<file path="config.mk">
export PLATFORM = sky130hd
export DESIGN_NAME = ftb_update_scheduler
export DESIGN_NICKNAME = d
export VERILOG_FILES = /design/src/rtl/ftb_update_scheduler.sv
export SDC_FILE = /design/constraint.sdc
export NUM_CORES = 1
export LEC_CHECK = 0
export ABC_AREA = 0
export CAP_MARGIN = 20
export CELL_PAD_IN_SITES_DETAIL_PLACEMENT = 0
export CELL_PAD_IN_SITES_GLOBAL_PLACEMENT = 2
export CORE_MARGIN = 2
export CORE_UTILIZATION = 46
export DETAILED_ROUTE_END_ITERATION = 6
export GPL_TIMING_DRIVEN = 1
export PLACE_DENSITY_LB_ADDON = 0.1
export SLEW_MARGIN = 40
export SYNTH_ARGS = -nofsm -noshare
export SYNTH_HDL_FRONTEND = slang
export SYNTH_SLANG_ARGS = --single-unit
</file>
<file path="constraint.sdc">
create_clock -name clk -period 11.1 [get_ports clk]
set_input_delay 1.11 -clock clk [delete_from_list [all_inputs] [get_ports clk]]
set_output_delay 1.11 -clock clk [all_outputs]
set_load 0.005 [all_outputs]
</file>
<file path="src/rtl/ftb_update_scheduler.sv">
// FTB update scheduler: arbitrates the single-port FTB SRAM between BPU reads
// and queued, coalesced FTQ training writes.
//
// Ports:
//   clk, rst                 clock, synchronous active-low reset
//   query_valid_i            BPU wants an FTB read this cycle
//   query_stall_o            BPU read denied (a write took the port)
//   ftb_re_o                 FTB read enable
//   train_valid_i/ready_o    training update handshake
//   train_pc_i/entry_i       training update payload
//   ftb_we_o/wpc_o/wentry_o  FTB write port (head of queue)
//   occupancy_o              registered queue count
//   perf_forced_write_o      pulse when a write stalled a query
module ftb_update_scheduler #(
    parameter int ADDR_WIDTH   = 32,
    parameter int ENTRY_WIDTH  = 64,
    parameter int QUEUE_DEPTH  = 4,
    parameter int STARVE_LIMIT = 8
) (
    input  logic                           clk,
    input  logic                           rst,
    input  logic                           query_valid_i,
    output logic                           query_stall_o,
    output logic                           ftb_re_o,
    input  logic                           train_valid_i,
    output logic                           train_ready_o,
    input  logic [ADDR_WIDTH-1:0]          train_pc_i,
    input  logic [ENTRY_WIDTH-1:0]         train_entry_i,
    output logic                           ftb_we_o,
    output logic [ADDR_WIDTH-1:0]          ftb_wpc_o,
    output logic [ENTRY_WIDTH-1:0]         ftb_wentry_o,
    output logic [$clog2(QUEUE_DEPTH):0]   occupancy_o,
    output logic                           perf_forced_write_o
);

    localparam int PW = $clog2(QUEUE_DEPTH);
    localparam int CW = PW + 1;
    localparam int SW = $clog2(STARVE_LIMIT + 1);
    localparam logic [CW-1:0] FULL = CW'(QUEUE_DEPTH);
    localparam logic [SW-1:0] SAT  = SW'(STARVE_LIMIT);

    logic [ADDR_WIDTH-1:0]  pc_q    [QUEUE_DEPTH];
    logic [ENTRY_WIDTH-1:0] entry_q [QUEUE_DEPTH];

    logic [PW-1:0] head;
    logic [PW-1:0] tail;
    logic [PW-1:0] tail_last;
    logic [CW-1:0] count;
    logic [CW-1:0] count_next;
    logic [SW-1:0] starve_cnt;

    logic force_write;
    logic write_grant;
    logic push;
    logic coalesce;
    logic do_push;

    assign tail_last   = tail - PW'(1);
    assign force_write = (count == FULL) | (starve_cnt == SAT);

    // No write may issue while reset is asserted, even if stale state
    // still holds entries.
    assign write_grant = rst & (count != '0)
                       & (~query_valid_i | force_write);

    assign train_ready_o = ~rst | (count != FULL);
    assign push          = train_valid_i & train_ready_o;

    // Merge into the newest entry unless that entry is the one leaving
    // this cycle (sole entry being written).
    assign coalesce = push & (count != '0)
                    & (pc_q[tail_last] == train_pc_i)
                    & ~(write_grant & (count == CW'(1)));
    assign do_push  = push & ~coalesce;

    assign ftb_we_o            = write_grant;
    assign ftb_wpc_o           = write_grant ? pc_q[head] : '0;
    assign ftb_wentry_o        = write_grant ? entry_q[head] : '0;
    assign ftb_re_o            = query_valid_i & ~write_grant;
    assign query_stall_o       = query_valid_i & write_grant;
    assign perf_forced_write_o = query_stall_o;
    assign occupancy_o         = count;

    always_comb begin
        count_next = count;
        unique case ({do_push, write_grant})
            2'b10:   count_next = count + CW'(1);
            2'b01:   count_next = count - CW'(1);
            default: count_next = count;
        endcase
    end

    always_ff @(posedge clk) begin
        if (!rst) begin
            head       <= '0;
            tail       <= '0;
            count      <= '0;
            starve_cnt <= '0;
        end else begin
            count <= count_next;
            if (do_push)
                tail <= tail + PW'(1);
            if (write_grant)
                head <= head + PW'(1);
            if ((count == '0) | write_grant)
                starve_cnt <= '0;
            else if (starve_cnt != SAT)
                starve_cnt <= starve_cnt + SW'(1);
        end
    end

    // Storage needs no reset; validity is tracked by count/pointers.
    always_ff @(posedge clk) begin
        if (rst) begin
            if (coalesce)
                entry_q[tail_last] <= train_entry_i;
            if (do_push) begin
                pc_q[tail]    <= train_pc_i;
                entry_q[tail] <= train_entry_i;
            end
        end
    end

endmodule

</file>
==> impl_metrics.csv, run 1 <==
group,metric,value,unit
run_status,outcome,"finished, final reports clean",
min_path,holdPathEnd,"starve_cnt[0]",
sta,slew_violations,0,
sta,finalSetupViolCount,0,
setup_path,crit_fanout,100,
grt,grt_usage,18.8,%
grt,grt_max_degree,101,
setup_path,cp-start-kind,"input port",
die,core.rowCount,69,
setup_path,endpoint_kind,"output pin",
clocking,cts_num_sinks,397,
synthesis,async_flop_share,0,%
routing,first_iter_violations,517,
place,dp_cells,1473,
setup_path,crit_buf_inv,4,
synthesis,synth_cell_types,52,
run,drv_cap,0,
clocking,postCtsSetupBuffers,0,
clocking,clk_latency,0.54,ns
min_path,worstHoldPathType,"reg2reg",
setup_path,critPathSlowestCell,"buf_6",
sta,hold_viol,0,
clocking,cts_hold_buf,0,
clocking,path_clk_slew,0.05,ns
setup_path,path_cells,"clkdlybuf4s50_1, clkinv_1, a211oi_4, buf_6, and2_1, clkdlybuf4s50_1",
routing,wirelength,34900,µm
die,die_h,194,µm
clocking,cts_max_path_buffers,3,
synthesis,synth_area,16600,µm²
die,core_region_area,35600,µm²
synthesis,synth_area_leaders,"edfxtp_1 70%, mux4_2 15%, and2_1 3.8%, mux2i_1 1.7%, dfxtp_1 1.6%",
synthesis,avgSynthCellArea,19.8,µm²
setup_path,max_stage_delay,0.59,ns
power_and_ir_drop,ir_worst_vdd,0.000137,V
setup_path,crit_family,"buffers and inverters",
routing,ant_nets,0,
synthesis,synth-seq-cells,397,
die,dieArea,37600,µm²
cells_and_area,layout.nets,1169,
setup_path,critPathKind,"in2out",
setup_path,r2r_slack,6.27,ns
clocking,cts-resized-gates,0,
place,preCtsSetupSlack,5.79,ns
sta,layout_setup_ws,6.26,ns
routing,post_drt_via_cell_ratio,5.45,
die,fp.dieW,194,µm
cells_and_area,area_delta_synth_final,23.8,%
cells_and_area,fin_cells,1556,
sta,finalCritPeriodShare,43.6,%
setup_path,r2r-start,"tail[1]",
clocking,cts_tree,"done",
min_path,hold_start,"starve_cnt[0]",
sta,fmax,0.207,GHz
sta,period_needed,4.84,ns
grt,antenna_found_initial,6,
sta,relSlewSlack,49.6,%
sta,setup_tns,0,ns
synthesis,postSynthCellCount,839,
clocking,clockRootBuffer,"clkbuf_16",
synthesis,synth_edf_count,384,
setup_path,cp.required,9.99,ns
sta,rsz0062_at_grt,"no",
routing,via_count,8480,
synthesis,yosysSeqAreaShare,71.1,%
sta,skew,0.0251,ns
setup_path,rr_worst_depth,11,
place,io_buffers,203,
die,ios,204,
routing,drc,0,
cells_and_area,drive_above_1_share,17.6,%
grt,grt_pass1_vias,9144,
place,place_congestion,0.724,
clocking,cts_htree_levels,2,
clocking,cts_buffers,43,
synthesis,yosys.area.top_type_share,69.5,%
grt,overflow,0,
power_and_ir_drop,power_leakage,6.50,nW
routing,wl_per_cell,22.4,µm
sta,tightest_slew,0.752,ns
power_and_ir_drop,power_density,196,nW/µm²
grt,grt_first_pass_wirelength,53900,µm
setup_path,r2r_end,"entry_q[3][24]",
min_path,hold_depth,1,
synthesis,ys_warn_count,0,
synthesis,synth_area_leader_cell,"edfxtp_1",
place,hpwlAfterDp,20600,µm
synthesis,synthFlopType,"edfxtp_1",
die,initial_core_util,46.6,%
setup_path,arrival,3.73,ns
synthesis,syn_nets,950,
routing,firstDrtPassIters,4,
setup_path,cpMostUsedCell,"clkdlybuf4s50_1",
-- metrics by stage --
| stage | cell area [µm²] | hold WS, ns | util (%) | power, mW |
|---|---|---|---|---|
| after detailed placement | 19200 | 0.481 | 53.9 | 2.73 |
| after global routing | 20500 | 0.511 | 57.7 | 4.20 |
| final | 20500 | 0.482 | 57.7 | 4.02 |
| after floorplan | 16600 | 0.430 | - | 2.29 |
| after global placement | 19100 | 0.447 | 53.8 | 2.72 |
| after CTS | 20500 | 0.485 | 57.7 | 4.08 |
-- registers in the layout, indices dropped and copies added, names as in the netlist, named ones only --
| name | cells |
|---|---|
| entry_q | 256 |
| starve_cnt | 4 |
| tail | 2 |
| occupancy_o | 3 |
| head | 2 |
| pc_q | 128 |
-- metal layers --
metal | share of wire (%) | track usage [%] | vias up
met5 | 0.20 | 0 | -
met4 | 1.9 | 4.43 | 10
met3 | 5.7 | 4.21 | 49
met2 | 51 | 32.4 | 198
met1 | 42 | 24.4 | 4374
li1 | - | - | 3849
-- final cells by class --
type,count,area [µm²]
Clock inverter,27,206
Antenna cell,2,5.00
Clock buffer,53,1130
Sequential cell,397,11800
Fill cell,2750,15000
Multi-Input combinational cell,388,4580
Inverter,10,37.5
Timing Repair Buffer,218,2200
Tap cell,461,577
-- report_power, final --
part           internal [mW]  leakage, nW  switching [mW]
combinational          0.524         2.25           0.408
clock                  0.795        0.649           0.548
sequential              1.70         3.60          0.0417
-- layout by cell type (no fill, tap or decap), types with 11 or more instances in the layout --
cell	n
edfxtp_1	384
clkdlybuf4s50_1	203
mux4_2	111
and2_1	101
clkbuf_16	44
mux2i_1	29
xor2_1	24
clkinv_1	19
nor2_1	12
ha_1	11
-- cell usage after synthesis, drive strengths merged (2+ instances only) --
cell type    n
xor2        24
xnor2       10
clkbuf      22
a211oi       2
mux2         2
nand4        2
nand2       10
o2111ai      2
or3          7
nand3b       3
nor4         5
mux2i       29
nor2        12
o21ai        9
nor3         6
edfxtp     384
inv          8
mux4       114
dfxtp       13
nand3        9
ha          11
clkinv       2
buf         22
and2       101
a21oi       10
nor2b        3
-- how the worst max path moves through the flow --
stage,startpoint,endpoint,slack [ns],cells after the start
after floorplan,tail[0],entry_q[2][0],3.97,17
after global placement,query_valid_i,entry_q[1][39],5.64,10
after detailed placement,query_valid_i,entry_q[0][39],5.79,10
after CTS,tail[1],entry_q[0][60],6.19,11
after global routing,tail[1],entry_q[0][60],5.92,11
final,rst,ftb_wentry_o[2],6.26,6
-- kinds of logic (layout without fill, tap and decap cells) --
family          after synthesis  count (layout)  share of synthesized area, %
xor+xnor                     34              34                          1.80
simple gates                161             161                          5.73
compound gates               37              37                          1.49
mux                         145             145                          17.4
other cells                   0               2                             0
flops                       397             397                          71.1
fa+ha+maj                    11              11                         0.830
buf+inv                      54             308                          1.64
(Power assumes the default switching activity.)
==> run 2, diff against run 1 <==
CORE_UTILIZATION = 38   (was 46)
clock period = 4.2 ns   (was 11.1 ns; I/O delays follow)
==> impl_metrics.csv, run 2 (synthesized netlist as in run 1, its figures left out) <==
group,metric,value,unit
run,drv_cap,0,
min_path,worstHoldPathType,"reg2reg",
setup_path,endpoint_kind,"register",
die,core_region_area,43100,µm²
sta,fmax,0.263,GHz
routing,wl_per_cell,22.0,µm
setup_path,path_cells,"inv_1, ha_4, buf_4, clkinv_2, buf_4, a311oi_1, o2111ai_1, or4_1, nor3_2, buf_4, nand3_2, a21oi_4, buf_12",
power_and_ir_drop,power_leakage,6.64,nW
cells_and_area,layout.nets,1184,
setup_path,cp-start-kind,"register",
grt,overflow,0,
power_and_ir_drop,power.total,10.8,mW
cells_and_area,largest_register_ffs,256,
clocking,cts-resized-gates,0,
setup_path,critPathKind,"reg2reg",
sta,rsz0062_at_grt,"no",
die,die_h,213,µm
setup_path,critPathSlowestCell,"or4_1",
cells_and_area,post-route-util,48.8,%
clocking,cts_htree_levels,2,
sta,tightest_slew,0.714,ns
sta,relSlewSlack,52.4,%
clocking,path_clk_slew,0.06,ns
cells_and_area,area_delta_synth_final,26.8,%
sta,finalCritPeriodShare,90.6,%
run_status,outcome,"finished, final reports clean",
clocking,cts_num_sinks,397,
routing,first_iter_violations,566,
grt,antenna_found_initial,0,
cells_and_area,drive_above_1_share,19.7,%
clocking,cts_buffers,43,
setup_path,cpMostUsedCell,"buf_4",
cells_and_area,layout_common_cells,"384 x edfxtp_1, 203 x clkdlybuf4s50_1, 111 x mux4_2, 101 x and2_1, 44 x clkbuf_16",
routing,ant_nets,0,
sta,finalSetupViolCount,0,
routing,firstDrtPassIters,4,
clocking,cts_tree,"done",
sta,period_needed,3.81,ns
cells_and_area,diodes,0,
routing,via_count,8517,
die,dieArea,45300,µm²
grt,grt_pass1_vias,9108,
setup_path,crit_fanout,53,
clocking,cts_hold_buf,0,
clocking,cts_max_path_buffers,3,
setup_path,crit_family,"buffers and inverters",
sta,hold_viol,0,
setup_path,crit_buf_inv,6,
grt,grt_first_pass_wirelength,55900,µm
routing,post_drt_via_cell_ratio,5.03,
setup_path,max_stage_delay,0.55,ns
clocking,clockRootBuffer,"clkbuf_16",
clocking,clk_latency,0.56,ns
clocking,postCtsSetupBuffers,0,
sta,slew_violations,0,
die,ios,204,
cells_and_area,final_common_cell,"edfxtp_1",
die,initial_core_util,38.5,%
place,hpwlAfterDp,23400,µm
routing,wirelength,37200,µm
cells_and_area,reg_top3,"entry_q x256, pc_q x128, starve_cnt x4",
place,io_buffers,203,
die,core.rowCount,76,
grt,grt_max_degree,101,
grt,grt_usage,16.8,%
place,place_congestion,0.731,
routing,drc,0,
setup_path,arrival,4.03,ns
power_and_ir_drop,power_density,514,nW/µm²
setup_path,cp.required,4.42,ns
die,fp.dieW,213,µm
sta,setup_tns,0,ns
cells_and_area,largest-register,"entry_q",
power_and_ir_drop,ir_worst_vdd,0.000263,V
sta,skew,0.0188,ns
-- run 2: where the power goes --
part,internal (mW),switching [mW],leakage [nW],total [mW]
clock,2.16,1.47,0.670,3.63
combinational,1.44,1.11,2.37,2.55
sequential,4.50,0.139,3.60,4.64
-- run 2: worst register-to-register path: cells and delay by family (launching register included) --
family	cells	cell delay [ns]
flip-flops	1	0.32
buffers and inverters	6	1.14
adder cells (fa/ha/maj)	1	0.54
AO/OA/AOI/OAI	3	0.58
AND/OR/NAND/NOR	3	0.86
-- run 2: final cells by class --
type | count | area, µm²
Timing Repair Buffer | 233 | 2460
Tap cell | 585 | 732
Fill cell | 3646 | 22000
Sequential cell | 397 | 11800
Inverter | 10 | 46.3
Clock buffer | 50 | 1120
Multi-Input combinational cell | 388 | 4620
Clock inverter | 30 | 248
-- run 2: through the flow --
step | hold WS (ns) | cell area [µm²] | instances | worst slack, ns
2_1_floorplan | 0.430 | 16700 | 839 | -0.234
3_3_place_gp | 0.454 | 19700 | 1613 | 0.248
3_5_place_dp | 0.452 | 19700 | 1613 | 0.294
4_1_cts | 0.457 | 21000 | 1693 | 0.320
5_1_grt | 0.482 | 21000 | 1693 | 0.162
6_report | 0.463 | 21000 | 1693 | 0.393
-- run 2: worst paths after layout --
kind	from	end	cells after the start	slack, ns
worst min-delay path	starve_cnt[0]	starve_cnt[0]	1	0.46
worst min register to register	starve_cnt[0]	starve_cnt[0]	1	0.46
worst max-delay path	tail[1]	entry_q[0][17]	13	0.39
worst max register to register	tail[1]	entry_q[0][17]	13	0.39
-- run 2: metal layers --
layer  up-vias  part of all wire (%)  GRT usage [%]  wire length, µm
met5         -                     0              0                0
met4         0                   1.5           3.81              550
met3        41                   4.3           3.19             1610
met2       185                    50           28.3            18800
met1      4430                    44           22.6            16300
li1       3861                     -              -                -
==> run 3, diff against run 2 <==
PLACE_DENSITY = 0.76   (was unset)
PLACE_DENSITY_LB_ADDON = unset   (was 0.1)
==> impl_metrics.csv, run 3 (synthesized netlist as in run 1, its figures left out) <==
group,metric,value,unit
run_status,outcome,"finished, final reports clean",
power_and_ir_drop,pwr-share-seq,43.5,%
place,io_buffers,203,
cells_and_area,post-route-util,48.7,%
routing,top_layer_used,"met5",
cells_and_area,diodes,0,
grt,antenna_found_initial,5,
cells_and_area,seqCellArea,11800,µm²
die,dieArea,45300,µm²
setup_path,rr_worst_depth,13,
cells_and_area,n_fill_cell,3615,
clocking,clk_latency,0.56,ns
clocking,cts_max_path_buffers,3,
sta,finalCritPeriodShare,93.9,%
place,place_congestion,0.733,
cells_and_area,largest-register,"entry_q",
sta,hold_viol,0,
grt,grt_first_pass_wirelength,56000,µm
die,ios,204,
die,core_region_area,43100,µm²
grt,grt_max_degree,101,
place,hpwlAfterDp,23400,µm
min_path,hold_depth,1,
clocking,path_clk_slew,0.06,ns
cells_and_area,reg_top3,"entry_q x256, pc_q x128, starve_cnt x4",
power_and_ir_drop,p_int,8.01,mW
routing,wl_per_cell,21.8,µm
routing,post_drt_via_cell_ratio,5.07,
cells_and_area,drive_above_1_share,19.9,%
cells_and_area,layout_common_cells,"384 x edfxtp_1, 203 x clkdlybuf4s50_1, 111 x mux4_2, 101 x and2_1, 43 x clkbuf_16",
clocking,cts_buffers,43,
die,initial_core_util,38.5,%
routing,wl_met2,18000,µm
cells_and_area,area_delta_synth_final,26.6,%
grt,grt_pass1_vias,9240,
power_and_ir_drop,p_comb_share,23.4,%
cells_and_area,finalInstanceArea,21000,µm²
routing,first_iter_violations,533,
cells_and_area,layout.nets,1190,
sta,relSlewSlack,50.2,%
power_and_ir_drop,power_density,511,nW/µm²
sta,slew_violations,0,
setup_path,cp-start-kind,"register",
power_and_ir_drop,power_leakage,6.62,nW
power_and_ir_drop,ir_worst_vdd,0.000247,V
setup_path,arrival,4.17,ns
die,fp.dieW,213,µm
clocking,clockRootBuffer,"clkbuf_16",
setup_path,endpoint_kind,"register",
routing,firstDrtPassIters,5,
setup_path,cp.required,4.42,ns
clocking,cts-resized-gates,0,
clocking,cts_num_sinks,397,
setup_path,crit_fanout,50,
min_path,worstHoldPathType,"in2reg",
sta,skew,0.0188,ns
clocking,cts_htree_levels,2,
routing,drc,0,
clocking,cts_tree,"done",
setup_path,critPathKind,"reg2reg",
die,core.rowCount,76,
place,postPlaceCellArea,19700,µm²
routing,wl_met3,2160,µm
sta,rsz0062_at_grt,"no",
routing,ant_nets,0,
clocking,postCtsSetupBuffers,0,
routing,met1_length,16200,µm
power_and_ir_drop,clkPwrFrac,33.2,%
sta,period_needed,3.95,ns
sta,fmax,0.253,GHz
power_and_ir_drop,p_switching,2.71,mW
cells_and_area,final_common_cell,"edfxtp_1",
grt,overflow,0,
cells_and_area,largest_register_ffs,256,
run,drv_cap,0,
clocking,cts_hold_buf,0,
power_and_ir_drop,sw_frac_of_total,25.3,%
sta,finalSetupViolCount,0,
cells_and_area,multi_input_comb_area,4620,µm²
grt,grt_usage,16.6,%
sta,tightest_slew,0.746,ns
setup_path,r2r_slack,0.25,ns
routing,via_count,8588,
die,die_h,213,µm
routing,wirelength,36900,µm
==> run 3: changes by cell type in the layout (fill, tap and decap cells not counted), sizes merged <==
cell	previous run	this run
clkinv	26	14
clkinvlp	1	3
bufinv	4	3
buf	30	36
clkbuf	50	54
inv	9	10
==> run 3: through the flow <==
| stage | setup WS, ns | power (mW) | hold slack (ns) | cells | setup TNS [ns] |
|---|---|---|---|---|---|
| 2_1_floorplan | -0.234 | 6.08 | 0.430 | 839 | -58.56 |
| 3_3_place_gp | 0.204 | 7.31 | 0.449 | 1619 | 0 |
| 3_5_place_dp | 0.185 | 7.32 | 0.478 | 1619 | 0 |
| 4_1_cts | 0.189 | 10.9 | 0.461 | 1693 | 0 |
| 5_1_grt | 0.0102 | 11.2 | 0.480 | 1693 | 0 |
| 6_report | 0.255 | 10.7 | 0.490 | 1693 | 0 |
==> run 3: power groups by stage <==
stage	clock, mW	sequential (mW)	combinational, mW
floorplan	0	4.62	1.46
global placement	0	4.75	2.56
detailed placement	0	4.76	2.56
CTS	3.64	4.67	2.58
global route	3.78	4.69	2.73
finish	3.55	4.66	2.51
==> run 3: area by class of cell <==
cell class / instances / share of cell area (%)
clock buffer: 54 / 5.32
clock inverter: 20 / 0.906
tap: 585 / 3.49
multi-input combinational: 388 / 22.0
inverter: 10 / 0.221
timing repair buffer: 239 / 11.9
sequential: 397 / 56.2
==> run 3: worst max-delay path, stage by stage (launching register included) <==
cell	delay, ns
dfxtp_4	0.40
inv_8	0.05
ha_4	0.49
mux4_2	0.38
xor2_1	0.16
nor4_1	0.37
buf_4	0.18
nand4_1	0.08
buf_4	0.18
nor3_2	0.22
buf_4	0.21
nand3_4	0.09
a21oi_4	0.37
buf_12	0.34
==> run 3: final timing paths <==
path | startpoint | end
worst max register to register | tail[0] | entry_q[2][46]
worst min register to register | starve_cnt[0] | starve_cnt[0]
worst min-delay path | train_entry_i[27] | entry_q[2][27]
worst max-delay path | tail[0] | entry_q[2][46]
==> run 3: per-layer routing <==
metal | global-route usage, % | vias to the layer above
li1 | - | 3860
met1 | 22.8 | 4436
met2 | 26.7 | 235
met3 | 3.77 | 49
met4 | 4.68 | 8
met5 | 0 | -
